`config.mk`:
```
export PLATFORM = sky130hd
export DESIGN_NAME = dcache
export DESIGN_NICKNAME = d
export VERILOG_FILES = /design/src/rtl/dcache_pkg.sv /design/src/rtl/dcache_array.sv /design/src/rtl/dcache.sv
export SDC_FILE = /design/constraint.sdc
export NUM_CORES = 1
export LEC_CHECK = 0
export CAP_MARGIN = 20
export CORE_ASPECT_RATIO = 1.25
export CORE_MARGIN = 2
export CORE_UTILIZATION = 55
export DETAILED_ROUTE_END_ITERATION = 12
export GPL_TIMING_DRIVEN = 0
export PLACE_DENSITY = 0.78
export SLEW_MARGIN = 5
export SYNTH_ARGS = -nofsm -noshare
export SYNTH_HDL_FRONTEND = slang
export SYNTH_SLANG_ARGS = --single-unit
```
`constraint.sdc`:
```
create_clock -name clk -period 2.8 [get_ports clk]
set_clock_uncertainty 0.1 [all_clocks]
set_input_delay 0.42 -clock clk [delete_from_list [all_inputs] [get_ports clk]]
set_output_delay 0.42 -clock clk [all_outputs]
set_load 0.01 [all_outputs]
```
`src/rtl/dcache_pkg.sv`:
```
// Shared types and address-field helpers for the direct-mapped write-back data cache.
package dcache_pkg;

  localparam int NUM_LINES_DEF   = 8;
  localparam int BLOCK_BYTES_DEF = 4;
  localparam int ADDR_W_DEF      = 8;

  localparam int OFFSET_W = $clog2(BLOCK_BYTES_DEF);
  localparam int INDEX_W  = $clog2(NUM_LINES_DEF);
  localparam int TAG_W    = ADDR_W_DEF - INDEX_W - OFFSET_W;

  typedef enum logic [1:0] {
    IDLE      = 2'd0,
    WRITEBACK = 2'd1,
    FETCH     = 2'd2
  } state_t;

  // Single write port of the line array: CPU byte store, refill byte, or last refill byte.
  typedef enum logic [1:0] {
    WR_NONE      = 2'd0,
    WR_BYTE      = 2'd1,
    WR_FILL      = 2'd2,
    WR_FILL_LAST = 2'd3
  } wr_op_t;

  function automatic int unsigned addr_field(input int unsigned addr, input int lsb,
                                             input int width);
    int unsigned mask;
    mask = (width >= 32) ? 32'hFFFF_FFFF : ((32'd1 << width) - 32'd1);
    return (addr >> lsb) & mask;
  endfunction

  function automatic int unsigned addr_offset(input int unsigned addr, input int off_w);
    return addr_field(addr, 0, off_w);
  endfunction

  function automatic int unsigned addr_index(input int unsigned addr, input int off_w,
                                             input int idx_w);
    return addr_field(addr, off_w, idx_w);
  endfunction

  function automatic int unsigned addr_tag(input int unsigned addr, input int off_w,
                                           input int idx_w, input int tag_w);
    return addr_field(addr, off_w + idx_w, tag_w);
  endfunction

endpackage

```
`src/rtl/dcache_array.sv`:
```
// Tag/valid/dirty/data storage: asynchronous read of one line, one synchronous write port.
module dcache_array
  import dcache_pkg::*;
#(
  parameter int DATA_W      = 8,
  parameter int NUM_LINES   = 8,
  parameter int BLOCK_BYTES = 4,
  parameter int INDEX_BITS  = 3,
  parameter int OFFSET_BITS = 2,
  parameter int TAG_BITS    = 3
) (
  input  logic                                 clk,
  input  logic                                 reset,
  input  logic [INDEX_BITS-1:0]                index,
  input  logic [OFFSET_BITS-1:0]               offset,
  input  wr_op_t                               wr_op,
  input  logic [TAG_BITS-1:0]                  wr_tag,
  input  logic [DATA_W-1:0]                    wr_data,
  output logic [TAG_BITS-1:0]                  rd_tag,
  output logic                                 rd_valid,
  output logic                                 rd_dirty,
  output logic [BLOCK_BYTES-1:0][DATA_W-1:0]   rd_line
);

  logic [TAG_BITS-1:0] tag_q   [NUM_LINES];
  logic [DATA_W-1:0]   data_q  [NUM_LINES][BLOCK_BYTES];
  logic [NUM_LINES-1:0] valid_q;
  logic [NUM_LINES-1:0] dirty_q;

  assign rd_tag   = tag_q[index];
  assign rd_valid = valid_q[index];
  assign rd_dirty = dirty_q[index];

  always_comb begin
    for (int b = 0; b < BLOCK_BYTES; b++) begin
      rd_line[b] = data_q[index][b];
    end
  end

  // Only the line status is cleared by reset; tags and data keep stale contents.
  always_ff @(posedge clk or negedge reset) begin
    if (!reset) begin
      valid_q <= '0;
      dirty_q <= '0;
    end else begin
      case (wr_op)
        WR_BYTE: dirty_q[index] <= 1'b1;
        WR_FILL_LAST: begin
          valid_q[index] <= 1'b1;
          dirty_q[index] <= 1'b0;
        end
        default: ;
      endcase
    end
  end

  always_ff @(posedge clk) begin
    if (wr_op != WR_NONE) begin
      data_q[index][offset] <= wr_data;
    end
    if (wr_op == WR_FILL_LAST) begin
      tag_q[index] <= wr_tag;
    end
  end

endmodule

```
`src/rtl/dcache.sv`:
```
// Direct-mapped write-back write-allocate data cache: hit compare, miss FSM and
// byte-serial write-back/refill towards data_mem.
module dcache
  import dcache_pkg::*;
#(
  parameter int ADDR_W      = TAG_W + INDEX_W + OFFSET_W,
  parameter int DATA_W      = 8,
  parameter int NUM_LINES   = 1 << INDEX_W,
  parameter int BLOCK_BYTES = 1 << OFFSET_W
) (
  input  logic              clk,
  input  logic              reset,
  input  logic              cpu_read,
  input  logic              cpu_write,
  input  logic [ADDR_W-1:0] cpu_address,
  input  logic [DATA_W-1:0] cpu_write_data,
  output logic [DATA_W-1:0] cpu_read_data,
  output logic              cpu_busy_wait,
  output logic              mem_read,
  output logic              mem_write,
  output logic [ADDR_W-1:0] mem_address,
  output logic [DATA_W-1:0] mem_write_data,
  input  logic [DATA_W-1:0] mem_read_data,
  input  logic              mem_busy_wait
);

  localparam int OFF_W = $clog2(BLOCK_BYTES);
  localparam int IDX_W = $clog2(NUM_LINES);
  localparam int TG_W  = ADDR_W - IDX_W - OFF_W;

  state_t                            state;
  logic [OFF_W-1:0]                  cnt;
  logic [OFF_W-1:0]                  cnt_nxt;
  logic                              cnt_last;

  logic [TG_W-1:0]                   req_tag;
  logic [IDX_W-1:0]                  req_index;
  logic [OFF_W-1:0]                  req_offset;
  logic                              req_valid;
  logic                              req_rd;
  logic                              req_wr;

  logic [TG_W-1:0]                   line_tag;
  logic                              line_valid;
  logic                              line_dirty;
  logic [BLOCK_BYTES-1:0][DATA_W-1:0] line_data;

  logic                              hit;
  logic                              miss;
  logic                              accept;

  wr_op_t                            wr_op;
  logic [OFF_W-1:0]                  wr_offset;
  logic [DATA_W-1:0]                 wr_data;

  assign req_offset = OFF_W'(addr_offset(32'(cpu_address), OFF_W));
  assign req_index  = IDX_W'(addr_index(32'(cpu_address), OFF_W, IDX_W));
  assign req_tag    = TG_W'(addr_tag(32'(cpu_address), OFF_W, IDX_W, TG_W));

  // Both strobes high is treated like neither: no request at all.
  assign req_valid = cpu_read ^ cpu_write;
  assign req_rd    = cpu_read & ~cpu_write;
  assign req_wr    = cpu_write & ~cpu_read;

  assign hit      = line_valid && (line_tag == req_tag);
  assign miss     = req_valid && !hit;
  assign accept   = (mem_read || mem_write) && !mem_busy_wait;
  assign cnt_nxt  = cnt + OFF_W'(1);
  assign cnt_last = (cnt == OFF_W'(BLOCK_BYTES - 1));

  assign cpu_busy_wait = reset && ((state != IDLE) || miss);
  assign cpu_read_data = (reset && state == IDLE && req_rd && hit) ? line_data[req_offset]
                                                                   : '0;

  always_comb begin
    wr_op     = WR_NONE;
    wr_offset = req_offset;
    wr_data   = cpu_write_data;
    if (state == IDLE && req_wr && hit) begin
      wr_op = WR_BYTE;
    end else if (state == FETCH && accept) begin
      wr_op     = cnt_last ? WR_FILL_LAST : WR_FILL;
      wr_offset = cnt;
      wr_data   = mem_read_data;
    end
  end

  dcache_array #(
    .DATA_W      (DATA_W),
    .NUM_LINES   (NUM_LINES),
    .BLOCK_BYTES (BLOCK_BYTES),
    .INDEX_BITS  (IDX_W),
    .OFFSET_BITS (OFF_W),
    .TAG_BITS    (TG_W)
  ) u_array (
    .clk      (clk),
    .reset    (reset),
    .index    (req_index),
    .offset   (wr_offset),
    .wr_op    (wr_op),
    .wr_tag   (req_tag),
    .wr_data  (wr_data),
    .rd_tag   (line_tag),
    .rd_valid (line_valid),
    .rd_dirty (line_dirty),
    .rd_line  (line_data)
  );

  // Memory-side outputs are registered and only advance when memory accepts a byte.
  always_ff @(posedge clk or negedge reset) begin
    if (!reset) begin
      state          <= IDLE;
      cnt            <= '0;
      mem_read       <= 1'b0;
      mem_write      <= 1'b0;
      mem_address    <= '0;
      mem_write_data <= '0;
    end else begin
      case (state)
        IDLE: begin
          if (miss) begin
            cnt <= '0;
            if (line_valid && line_dirty) begin
              state          <= WRITEBACK;
              mem_write      <= 1'b1;
              mem_address    <= {line_tag, req_index, {OFF_W{1'b0}}};
              mem_write_data <= line_data[0];
            end else begin
              state       <= FETCH;
              mem_read    <= 1'b1;
              mem_address <= {req_tag, req_index, {OFF_W{1'b0}}};
            end
          end
        end
        WRITEBACK: begin
          if (accept) begin
            cnt <= cnt_nxt;
            if (cnt_last) begin
              state          <= FETCH;
              mem_write      <= 1'b0;
              mem_write_data <= '0;
              mem_read       <= 1'b1;
              mem_address    <= {req_tag, req_index, {OFF_W{1'b0}}};
            end else begin
              mem_address    <= {line_tag, req_index, cnt_nxt};
              mem_write_data <= line_data[cnt_nxt];
            end
          end
        end
        FETCH: begin
          if (accept) begin
            cnt <= cnt_nxt;
            if (cnt_last) begin
              state       <= IDLE;
              mem_read    <= 1'b0;
              mem_address <= '0;
            end else begin
              mem_address <= {req_tag, req_index, cnt_nxt};
            end
          end
        end
        default: begin
          state     <= IDLE;
          mem_read  <= 1'b0;
          mem_write <= 1'b0;
        end
      endcase
    end
  end

endmodule

```
# After elaboration in Yosys (flattened, before gate mapping)
# Memories as Yosys holds them, arrays and structs flattened.
# Cells that the tools add are included.
# word_totals
elab_cells	130
register_bits	38
mem_count	2
ramBits	280
output_inout_bits	27
input_bits	29
# mem_list
name	words	width	rd	rd_clocked_by_memory_dff	write_ports	line	rtl
u_array.data_q	8	32	1	0	1	dcache_array.sv:26	logic [DATA_W-1:0] data_q [NUM_LINES][BLOCK_BYTES];
u_array.tag_q	8	3	1	0	1	dcache_array.sv:25	logic [TAG_BITS-1:0] tag_q [NUM_LINES];
# op_classes
add_sub_neg	1
bitwise	11
muxes	57
reduce_logical	31
n_eq_ne	14
order_cmp	6
# ops
op	count
2-to-1 mux 8 bit	16
binary-select mux 8 bit (select 2 bit)	2
2-to-1 mux 32 bit	1
case mux 8 bit (2 select lines)	2
2-to-1 mux 2 bit	12
case mux 8 bit (3 select lines)	1
demux 8 bit (select 2 bit)	1
OR 8 bit	2
2-to-1 mux 1 bit	15
logical AND 1 bit	13
!= test 2 bit, second input constant	6
AND reduction 5 bit	2
nonzero test 2 bit	5
bitwise AND 8 bit	1
NOT 8 bit	1
AND reduction 4 bit	2
binary-select mux 1 bit (select 3 bit)	2
equality test 2 bit, second input constant	3
< comparator 2 x 3 -> 1 bit, second input constant	2
case mux 1 bit (3 select lines)	2
case mux 2 bit (3 select lines)	1
AND reduction 6 bit	1
equality test 2 x 1 -> 1 bit, second input constant	2
< comparator 3 x 4 -> 1 bit, second input constant	1
other kinds (18)	24

# Depth between registers and ports, before layout
# Gate-level depths: netlist of the first run.
# logic_depth
depth_word	11
mapped_depth	11
depth_no_buf	7

# Hierarchy
# From an unflattened synthesis of the first run, not the netlist that was laid out.
# hier_totals
cells_unflattened	782
area_unflattened_um2	13523.0
# modules_own_cells
module	area_each_um2	seq_area_each_um2	cells_per_inst	instances
dcache_array	11569.8	8808.4	598	1
dcache	1953.1	550.5	184	1

# Least setup slack after synthesis of the first run
# OpenSTA, ideal clock, no wires.
# synth_path
kind	input to register
from	input port cpu_address[2]
to	memory u_array.data_q[0][16] (netlist name) (enable)
path_buffers	3
path_stages	9
slack_ps	-576
required_ps	2325
t_arrival_ps	2900
path_cell_list	buf_6 buf_8 mux2_4 mux4_2 xnor2_4 o2111ai_4 or4_1 buf_2 a21oi_1
# synth_between
elab_chain_cells	11
# synth_lines
element	line	rtl
from (decl)	dcache.sv:15	input logic [ADDR_W-1:0] cpu_address,
memory read (8 x 3 bit) / binary-select mux 1 bit (select 3 bit) (equally long branches)	--	
equality test 3 bit / 2-to-1 mux 1 bit (equally long branches)	dcache.sv:65, dcache_array.sv:31	
logical AND 1 bit	dcache.sv:65	assign hit = line_valid && (line_tag == req_tag);
logical AND 1 bit	dcache.sv:79	if (state == IDLE && req_wr && hit) begin
2-to-1 mux 2 bit	dcache.sv:79	
NOT 2 -> 3 bit (not written as such)	dcache_array.sv:59	data_q[index][offset] <= wr_data;
>= comparator 3 bit (not written as such) / < comparator 3 x 1 -> 1 bit (equally long branches)	dcache_array.sv:59	
logical AND 1 bit (not written as such)	dcache_array.sv:59	
2-to-1 mux 8 bit (not written as such)	dcache_array.sv:59	
demux 8 bit (select 2 bit)	dcache_array.sv:59	
2-to-1 mux 32 bit (not written as such)	dcache_array.sv:59	
to (decl)	dcache_array.sv:26	
# Several ways; a longest one is shown, not always the timed one. The select of a mux whose other input is x is not followed.

# Final worst setup path of the first run
# layout_path
from	input port cpu_address[3]
to	output port cpu_read_data[4]
# layout_between
elab_chain_cells	5
# layout_lines
element	line	rtl
memory read (8 x 3 bit) / binary-select mux 1 bit (select 3 bit) (equally long branches)	--	
equality test 3 bit / 2-to-1 mux 1 bit (equally long branches)	dcache.sv:65, dcache_array.sv:31	
logical AND 1 bit	dcache.sv:65	
logical AND 1 bit	dcache.sv:72	assign cpu_read_data = (reset && state == IDLE && req_rd && hit) ? line_data[req_offset]
2-to-1 mux 8 bit (*)	dcache.sv:72	
to (decl)	dcache.sv:17	output logic [DATA_W-1:0] cpu_read_data,
# Mark *: on every way between the ends. The rest lies on a longest branch, timed or not. The select of a mux whose other input is x is not followed.

==> results of run 1 <==
-- cell type report --
cell class,count,area [µm²],share of cell area (%)
Buffer,48,393,2.12
Clock buffer,38,802,4.34
Clock inverter,13,113,0.609
Inverter,18,67.6,0.365
Multi-Input combinational cell,496,5330,28.8
Sequential cell,318,9360,50.6
Tap cell,330,413,2.23
Timing Repair Buffer,154,2020,10.9
-- power groups by stage --
stage,logic (mW),registers (mW),clock network [mW]
floorplan,1.29,5.81,0
global placement,2.09,5.78,0
detailed placement,2.14,5.79,0
CTS,2.28,5.70,3.89
global route,3.38,5.72,4.10
finish,3.33,5.71,3.94
-- synth_stat cells (all sizes together) (18+ instances only) --
| cell type | n |
|---|---|
| nor2 | 25 |
| a221oi | 24 |
| nand2 | 59 |
| clkbuf | 20 |
| mux4 | 48 |
| mux2i | 24 |
| mux2 | 51 |
| inv | 18 |
| edfxtp | 280 |
| a21oi | 45 |
| dfrtp | 38 |
| o21ai | 29 |
| buf | 30 |
-- per-layer routing --
layer / global-route usage, % / part of all wire [%] / vias up
li1: - / - / 3907
met1: 38.2 / 31 / 5013
met2: 50.7 / 45 / 1027
met3: 6.16 / 13 / 369
met4: 15.5 / 11 / 2
met5: 0 / 0.020 / -
-- cell families after synthesis --
logic type	Yosys count	synth area share [%]
fa+ha+maj	6	0.542
mux	123	13.8
buf+inv	68	2.23
compound gates	189	10.1
flops	318	67.5
xor+xnor	4	0.442
simple gates	149	5.39
-- repair_timing --
item                                   CTS  global route
resized for setup                      128           109
cloned                                   0            28
endpoints found under the hold margin   38             0
setup endpoints to repair              563           572
setup buffers                           52            46
pin swaps                               30            47
hold buffers                             1             0
-- registers in the layout (all words and copies together), names as in the netlist, named ones only --
| register | flops |
|---|---|
| mem_write_data | 8 |
| mem_address | 8 |
| cnt | 2 |
| u_array.valid_q | 8 |
| mem_read | 1 |
| mem_write | 1 |
| u_array.tag_q | 24 |
| state | 2 |
| u_array.data_q | 256 |
-- critical path: stages --
cell and delay, ns:
buf_4 0.16, buf_12 0.18, buf_6 0.22, buf_6 0.27, nor2b_1 0.58, a221oi_1 0.22
o22ai_1 0.36, o211ai_1 0.22, a21oi_4 0.28, buf_6 0.13
-- final timing paths --
path / from / endpoint / slack [ns] / cells after the start
hold / removal: reset / asynchronous set/reset pin / 0.09 / 2
setup reg to reg: u_array.tag_q[5][1] / u_array.data_q[2][1] / -0.71 / 13
max in group asynchronous: reset / mem_write_data[1] / 2.09 / 3
min in group clk: u_array.valid_q[6] / u_array.valid_q[6] / 0.37 / 1
setup / recovery: cpu_address[3] / cpu_read_data[4] / -0.81 / 10
hold reg to reg: u_array.valid_q[6] / u_array.valid_q[6] / 0.37 / 1
-- through the flow --
stage               hold WS [ns]  TNS, ns  util (%)  setup WS (ns)
global route              0.0813  -331.88      75.0         -0.860
floorplan                 0.0244  -200.35         -         -0.444
detailed placement         0.130  -519.76      61.8          -1.94
finish                    0.0865  -290.79      75.0         -0.806
CTS                       0.0831  -248.78      69.9         -0.699
global placement           0.334  -500.76      61.7          -1.94
==> results.toml, run 1 <==
[clock_network]
clk_latency_ns = 0.57
cts_tree = "built"
root_buffer = "clkbuf_16"
path_clk_slew_ns = 0.06
cts_buffers = 30
clock_path_buffers = 3
cts_num_sinks = 318
h-tree-depth = 1

[global_route]
grt_pass1_wl_um = 59500
overflow = 0
grt_pass1_vias = 9182
track_usage_pct = 30.4
grt_max_degree = 40
antenna_found_initial = 3

[timing]
worstMarginPinSlew_ns = 1.08
finalHoldViolations = 0
rsz0062_at_grt = "true"
setup_ws_ns = -0.806
slew_viol_final = 0
slew-limit-headroom_pct = 27.5
setup_viol = 548
period_share_pct = 129
fmax_mhz = 277
timing.final.crit_period_ns = 3.61

[final_layout]
stdcell_count = 1415
n_antenna_cell = 0
nFillCells = 1345
postLayoutCellArea_um2 = 18500
drive_gt1_share_pct = 36.7
layout_common_cells = "edfxtp_1 (280), nand2_1 (58), buf_12 (49), mux4_2 (47), clkdlybuf4s50_1 (41)"
layout_commonest_cell = "edfxtp_1"
fin_nets = 1101
area_delta_synth_final_pct = 33.4

[synthesis]
synth_top_area_share_pct = 60.7
syn_area_per_cell_um2 = 16.2
syn_nets = 892
ys_types = 74
synth_seq_cells = 318
syn_area_um2 = 13900
synth.largest_area_cell = "edfxtp_1"
yosys_warnings = 0
synth_area_leaders = "edfxtp_1 (61%), mux4_2 (7.6%), dfrtp_1 (6.9%)"
synth_edf_count = 280
seq_area_frac_synth_pct = 67.5
synthArstFlopShare_pct = 11.9
synth_cells = 857
ys.flop_type = "edfxtp_1"

[placement]
dp_hpwl_um = 25800
io_buffers = 51
place_inst = 1239
gp_congestion = 1.00
dpl_cell_area_um2 = 15200

[routing]
wl_per_cell_um = 36.2
drt-pass1-iter-count = 7
drc_errors = 0
ant_nets = 0
drt_first_iter_violations = 1781
vias_per_cell = 7.29
wl_um = 51200
vias = 10318

[floorplan]
num_io_pins = 56
die_x_um = 146
start_util_pct = 56.2
die_h_um = 181
core_area_um2 = 24700
std_cell_rows = 64
die_area_um2 = 26500

[setup_path]
worstPathArrival_ns = 3.09
worstPathRequired_ns = 2.28
critPathKind = "in -> out"
critPathLaunchType = "input pin"
crit_fanout = 10
end_kind = "primary output"

[hold_path]
hp-class = "in -> async"

[pwr]
p_sw_share_pct = 28.8
intPower_mw = 9.23
combPwrFrac_pct = 25.6
power_density_nw_per_um2 = 702
pwr-share-clk_pct = 30.4
switching_power_mw = 3.74
peakVddDrop_mv = 0.500
power.total_mw = 13.0
leakage_nw = 6.36
p_seq_share_pct = 44.0

[status]
violations = "negative setup slack"
run_status = "complete, but fails checks"

[flow_run]
drv_cap = 0
No activity file was read; power rests on OpenSTA's default activity.
==> inputs of run 2 (changes only) <==
--- a/config.mk
+++ b/config.mk
@@ -9,6 +9,7 @@
 export CORE_ASPECT_RATIO = 1.25
 export CORE_MARGIN = 2
 export CORE_UTILIZATION = 55
+export CTS_CLUSTER_SIZE = 8
 export DETAILED_ROUTE_END_ITERATION = 12
 export GPL_TIMING_DRIVEN = 0
 export PLACE_DENSITY = 0.78
==> results.toml, run 2 (synthesized netlist as in run 1, its figures left out) <==
[routing]
vias = 9893
drt-pass1-iter-count = 7
drt_first_iter_violations = 1564
wl_um = 47600
vias_per_cell = 7.13
ant_nets = 0
drc_errors = 0
wl_per_cell_um = 34.3

[floorplan]
std_cell_rows = 64
die_area_um2 = 26500
num_io_pins = 56
core_area_um2 = 24700
die_h_um = 181
start_util_pct = 56.2
die_x_um = 146

[final_layout]
final_util_pct = 73.5
layout_commonest_cell = "edfxtp_1"
drive_gt1_share_pct = 33.5
area_delta_synth_final_pct = 30.8
top_register = "u_array.data_q"
fin_nets = 1076
layout_common_cells = "edfxtp_1 (280), nand2_1 (59), mux4_2 (47), clkbuf_16 (46), clkdlybuf4s50_1 (41)"
largest_reg_flops = 256
largestRegisters = "u_array.data_q: 256 flops, u_array.tag_q: 24 flops"
nFillCells = 1434

[pwr]
leakage_nw = 6.23
power_density_nw_per_um2 = 741
peakVddDrop_mv = 0.420
power.total_mw = 13.4

[global_route]
grt_pass1_wl_um = 62300
antenna_found_initial = 2
grt_max_degree = 40
grt_pass1_vias = 9745
track_usage_pct = 32.2
overflow = 0

[timing]
slew-limit-headroom_pct = 44.2
tns_ns = -267.93
rsz0062_at_grt = "true"
setup_ws_ns = -0.675
fmax_mhz = 288
period_share_pct = 124
setup_viol = 564
timing.final.crit_period_ns = 3.48
whs_ns = 0.130
worstMarginPinSlew_ns = 0.837
finalHoldViolations = 0
slew_viol_final = 0

[clock_network]
path_clk_slew_ns = 0.05
cts_num_sinks = 318
clock_path_buffers = 3
cts_buffers = 45
root_buffer = "clkbuf_16"
h-tree-depth = 2
clk_latency_ns = 0.55
cts_tree = "built"

[placement]
gp_congestion = 1.00
io_buffers = 51
dp_slack_ns = -1.94
dp_hpwl_um = 25800

[setup_path]
critPathLaunchType = "register"
worstPathRequired_ns = 2.28
path_cells = "mux2_2, mux4_2, xnor2_4, o2111a_2, buf_12, nand3_4, buf_6, a21oi_4, buf_6"
worstPathArrival_ns = 2.96
critPathKind = "reg -> out"
cpMaxStageDelayCell = "mux4_2"
critPathMostFrequentCell = "buf_6"
end_kind = "primary output"
slowest_delay_ns = 0.55
crit_fanout = 6

[flow_run]
drv_cap = 0

[status]
violations = "negative setup slack"
run_status = "complete, but fails checks"

[hold_path]
hp-class = "in -> async"
[run 2: changes by cell type in the layout (fill, tap and decap cells not counted), moves of 3 or more]
| cell | before | now |
|---|---|---|
| buf_12 | 49 | 37 |
| o21ai_2 | 3 | 0 |
| buf_6 | 36 | 19 |
| o21ai_1 | 5 | 0 |
| clkinv_2 | 5 | 0 |
| clkbuf_16 | 34 | 46 |
| mux2_4 | 36 | 30 |
| nor2_1 | 13 | 20 |
| clkinv_1 | 4 | 1 |
| o21ai_0 | 21 | 29 |
| clkbuf_1 | 20 | 25 |
| nor2_4 | 8 | 2 |
[run 2: final timing paths]
path | from | end | slack, ns | cells after the start
max in group asynchronous | reset | mem_address[4] | 2.06 | 3
worst min-delay path | reset | asynchronous set/reset pin | 0.13 | 2
min in group clk | u_array.valid_q[7] | u_array.valid_q[7] | 0.36 | 1
worst max-delay path | u_array.tag_q[6][0] | cpu_read_data[4] | -0.68 | 9
worst min register to register | u_array.valid_q[7] | u_array.valid_q[7] | 0.36 | 1
worst max register to register | u_array.tag_q[5][1] | u_array.data_q[3][29] | -0.63 | 12
[run 2: layout make-up]
| class | instances | area (µm²) | share of cell area (%) |
|---|---|---|---|
| Sequential cell | 318 | 9360 | 51.6 |
| Multi-Input combinational cell | 490 | 5150 | 28.4 |
| Timing Repair Buffer | 121 | 1480 | 8.18 |
| Clock buffer | 60 | 1200 | 6.64 |
| Buffer | 47 | 413 | 2.28 |
| Tap cell | 330 | 413 | 2.28 |
| Inverter | 18 | 67.6 | 0.373 |
| Clock inverter | 3 | 40.0 | 0.221 |
| Antenna cell | 1 | 2.50 | 0.0138 |
[run 2: where the power goes]
| group | leakage [nW] | internal, mW | total, mW | switching (mW) |
|---|---|---|---|---|
| registers | 3.01 | 5.58 | 5.72 | 0.135 |
| clock network | 0.602 | 2.96 | 4.91 | 1.95 |
| logic | 2.61 | 1.16 | 2.81 | 1.65 |
[run 2: what timing repair did]
item / 4_1_cts / 5_1_grt
gates resized for setup: 145 / 33
buffers inserted: 58 / 10
endpoints found under the hold margin: 38 / 0
cloned: 0 / 19
hold buffers: 1 / 0
pin swaps: 38 / 15
setup endpoints to repair: 564 / 571
[run 2: routing by layer]
layer  part of all wire [%]  wire length (µm)  global-route usage (%)
met4                    8.9              4220                    21.6
met5                      0                 0                       0
met3                     13              6050                    7.36
met1                     31             14700                    38.5
met2                     48             22600                    52.5
[run 2: through the flow]
| stage | cell area, µm² | std cells |
|---|---|---|
| after detailed placement | 15200 | 1239 |
| after global routing | 18100 | 1387 |
| final | 18100 | 1388 |
| after global placement | 15200 | 1238 |
| after CTS | 17700 | 1360 |
| after floorplan | 14300 | 857 |
[run 2: critical path: cells and delay by family, from the launching register on]
family                 cells  cell delay, ns
buffers and inverters      3            0.43
AO/OA/AOI/OAI              2            0.49
XOR/XNOR                   1            0.20
flip-flops                 1            0.37
AND/OR/NAND/NOR            1            0.10
multiplexers               2            0.83
==> inputs of run 3 (changes only) <==
--- a/config.mk
+++ b/config.mk
@@ -8,11 +8,11 @@
 export CAP_MARGIN = 20
 export CORE_ASPECT_RATIO = 1.25
 export CORE_MARGIN = 2
-export CORE_UTILIZATION = 55
+export CORE_UTILIZATION = 60
 export CTS_CLUSTER_SIZE = 8
 export DETAILED_ROUTE_END_ITERATION = 12
 export GPL_TIMING_DRIVEN = 0
-export PLACE_DENSITY = 0.78
+export PLACE_DENSITY = 0.81
 export SLEW_MARGIN = 5
 export SYNTH_ARGS = -nofsm -noshare
 export SYNTH_HDL_FRONTEND = slang
==> constraint.sdc (replaced) <==
create_clock -name clk -period 3.5 [get_ports clk]
set_clock_uncertainty 0.1 [all_clocks]
set_input_delay 0.525 -clock clk [delete_from_list [all_inputs] [get_ports clk]]
set_output_delay 0.525 -clock clk [all_outputs]
set_load 0.01 [all_outputs]
==> results.toml, run 3 (synthesized netlist as in run 1, its figures left out) <==
[clock_network]
clock_path_buffers = 3
root_buffer = "clkbuf_16"
path_clk_slew_ns = 0.05
cts_tree = "built"
clk_latency_ns = 0.54
h-tree-depth = 2
cts_buffers = 45
cts_num_sinks = 318

[global_route]
grt_max_degree = 40
overflow = 0
grt_pass1_vias = 9052
grt_pass1_wl_um = 58000
track_usage_pct = 32.8
antenna_found_initial = 1

[floorplan]
die_area_um2 = 24300
num_io_pins = 56
start_util_pct = 60.8
die_h_um = 174
core_area_um2 = 22800
std_cell_rows = 62
die_x_um = 140

[placement]
gp_congestion = 1.03
dp_hpwl_um = 25700
io_buffers = 51
dp_slack_ns = -1.51

[status]
violations = "negative setup slack"
run_status = "complete, but fails checks"

[pwr]
intPower_mw = 7.54
leakage_nw = 5.78
pwr-share-clk_pct = 37.4
combPwrFrac_pct = 17.9
p_seq_share_pct = 44.7
p_sw_share_pct = 26.3
switching_power_mw = 2.68
power_density_nw_per_um2 = 601
peakVddDrop_mv = 0.464

[setup_path]
r2r-end = "u_array.data_q[7][5]"
crit_fanout = 4
worstPathRequired_ns = 2.87
worstPathArrival_ns = 3.08
critPathKind = "reg -> out"
critPathLaunchType = "register"
end_kind = "primary output"
r2r-start = "u_array.tag_q[6][1]"
cp-startpoint = "u_array.tag_q[4][0]"
reg2reg_depth = 8
regToRegSetupSlack_ns = -0.08

[final_layout]
layout_common_cells = "edfxtp_1 (280), nand2_1 (58), mux4_2 (47), clkbuf_16 (45), clkdlybuf4s50_1 (41)"
drive_gt1_share_pct = 30.0
layout_commonest_cell = "edfxtp_1"
area_delta_synth_final_pct = 22.8
fin_nets = 1019
largest_reg_flops = 256
largestRegisters = "u_array.data_q: 256 flops, u_array.tag_q: 24 flops"
top_register = "u_array.data_q"

[timing]
slew-limit-headroom_pct = 27.1
slew_viol_final = 0
setup_viol = 32
timing.final.crit_period_ns = 3.70
finalHoldViolations = 0
whs_ns = 0.216
worstMarginPinSlew_ns = 1.09
fmax_mhz = 270
setup_ws_ns = -0.203
rsz0062_at_grt = "true"
period_share_pct = 106

[routing]
ant_nets = 0
wl_per_cell_um = 31.2
vias = 9174
drt-pass1-iter-count = 6
wl_um = 40300
drt_first_iter_violations = 1135
drc_errors = 0
vias_per_cell = 7.11

[flow_run]
drv_cap = 0

[hold_path]
hp-class = "in -> async"
run 3: timing repair:
action	4_1_cts	5_1_grt
pin swaps	8	7
resized for setup	167	63
endpoints found under the setup margin	524	335
hold buffers	1	0
hold endpoints to repair	38	0
setup buffers	19	11
run 3: power by group through the flow:
stage	logic (mW)	registers [mW]	clock network, mW
6_report	1.83	4.56	3.82
5_1_grt	1.92	4.58	4.00
4_1_cts	1.71	4.56	3.83
3_5_place_dp	1.63	4.63	0
3_3_place_gp	1.59	4.63	0
2_1_floorplan	0.946	4.65	0
run 3: area by class of cell:
type,instances,area [µm²]
Timing Repair Buffer,82,838
Multi-Input combinational cell,471,4750
Tap cell,288,360
Antenna cell,1,2.50
Sequential cell,318,9360
Buffer,48,404
Clock buffer,61,1190
Fill cell,1325,5790
Inverter,18,67.6
Clock inverter,4,45.0
run 3: worst max-delay path, cell delays in order, from the launching register on:
cell and delay [ns]:
edfxtp_1 0.36, mux2_4 0.27, mux4_2 0.57, xnor2_4 0.24, o2111a_2 0.31, buf_12 0.12, nand3_4 0.10, buf_4 0.16
buf_6 0.12, a21oi_4 0.13, buf_2 0.15
run 3: worst max path at each step:
stage / depth (start not counted) / slack (ns) / to
after floorplan: 9 / 0.02 / u_array.data_q[0][16]
after global placement: 11 / -1.47 / cpu_read_data[7]
after detailed placement: 11 / -1.51 / cpu_read_data[7]
after CTS: 8 / -0.23 / u_array.data_q[1][27]
after global routing: 10 / -0.29 / cpu_read_data[4]
final: 10 / -0.20 / cpu_read_data[5]
run 3: routing by layer:
| metal | part of all wire, % | track usage (%) |
|---|---|---|
| met1 | 34 | 41.4 |
| met2 | 48 | 52.9 |
| met3 | 11 | 8.29 |
| met4 | 6.6 | 17.0 |
| met5 | 0 | 0 |
run 3: per-stage QoR:
step / area, µm² / utilization (%) / instances / total power, mW / TNS (ns)
finish: 17000 / 74.6 / 1291 / 10.2 / -2.95
CTS: 16600 / 72.6 / 1281 / 10.1 / -23.60
floorplan: 13900 / - / 857 / 5.60 / 0
global route: 17000 / 74.6 / 1290 / 10.5 / -8.58
global placement: 14700 / 64.6 / 1196 / 6.22 / -332.36
detailed placement: 14700 / 64.7 / 1197 / 6.26 / -374.55
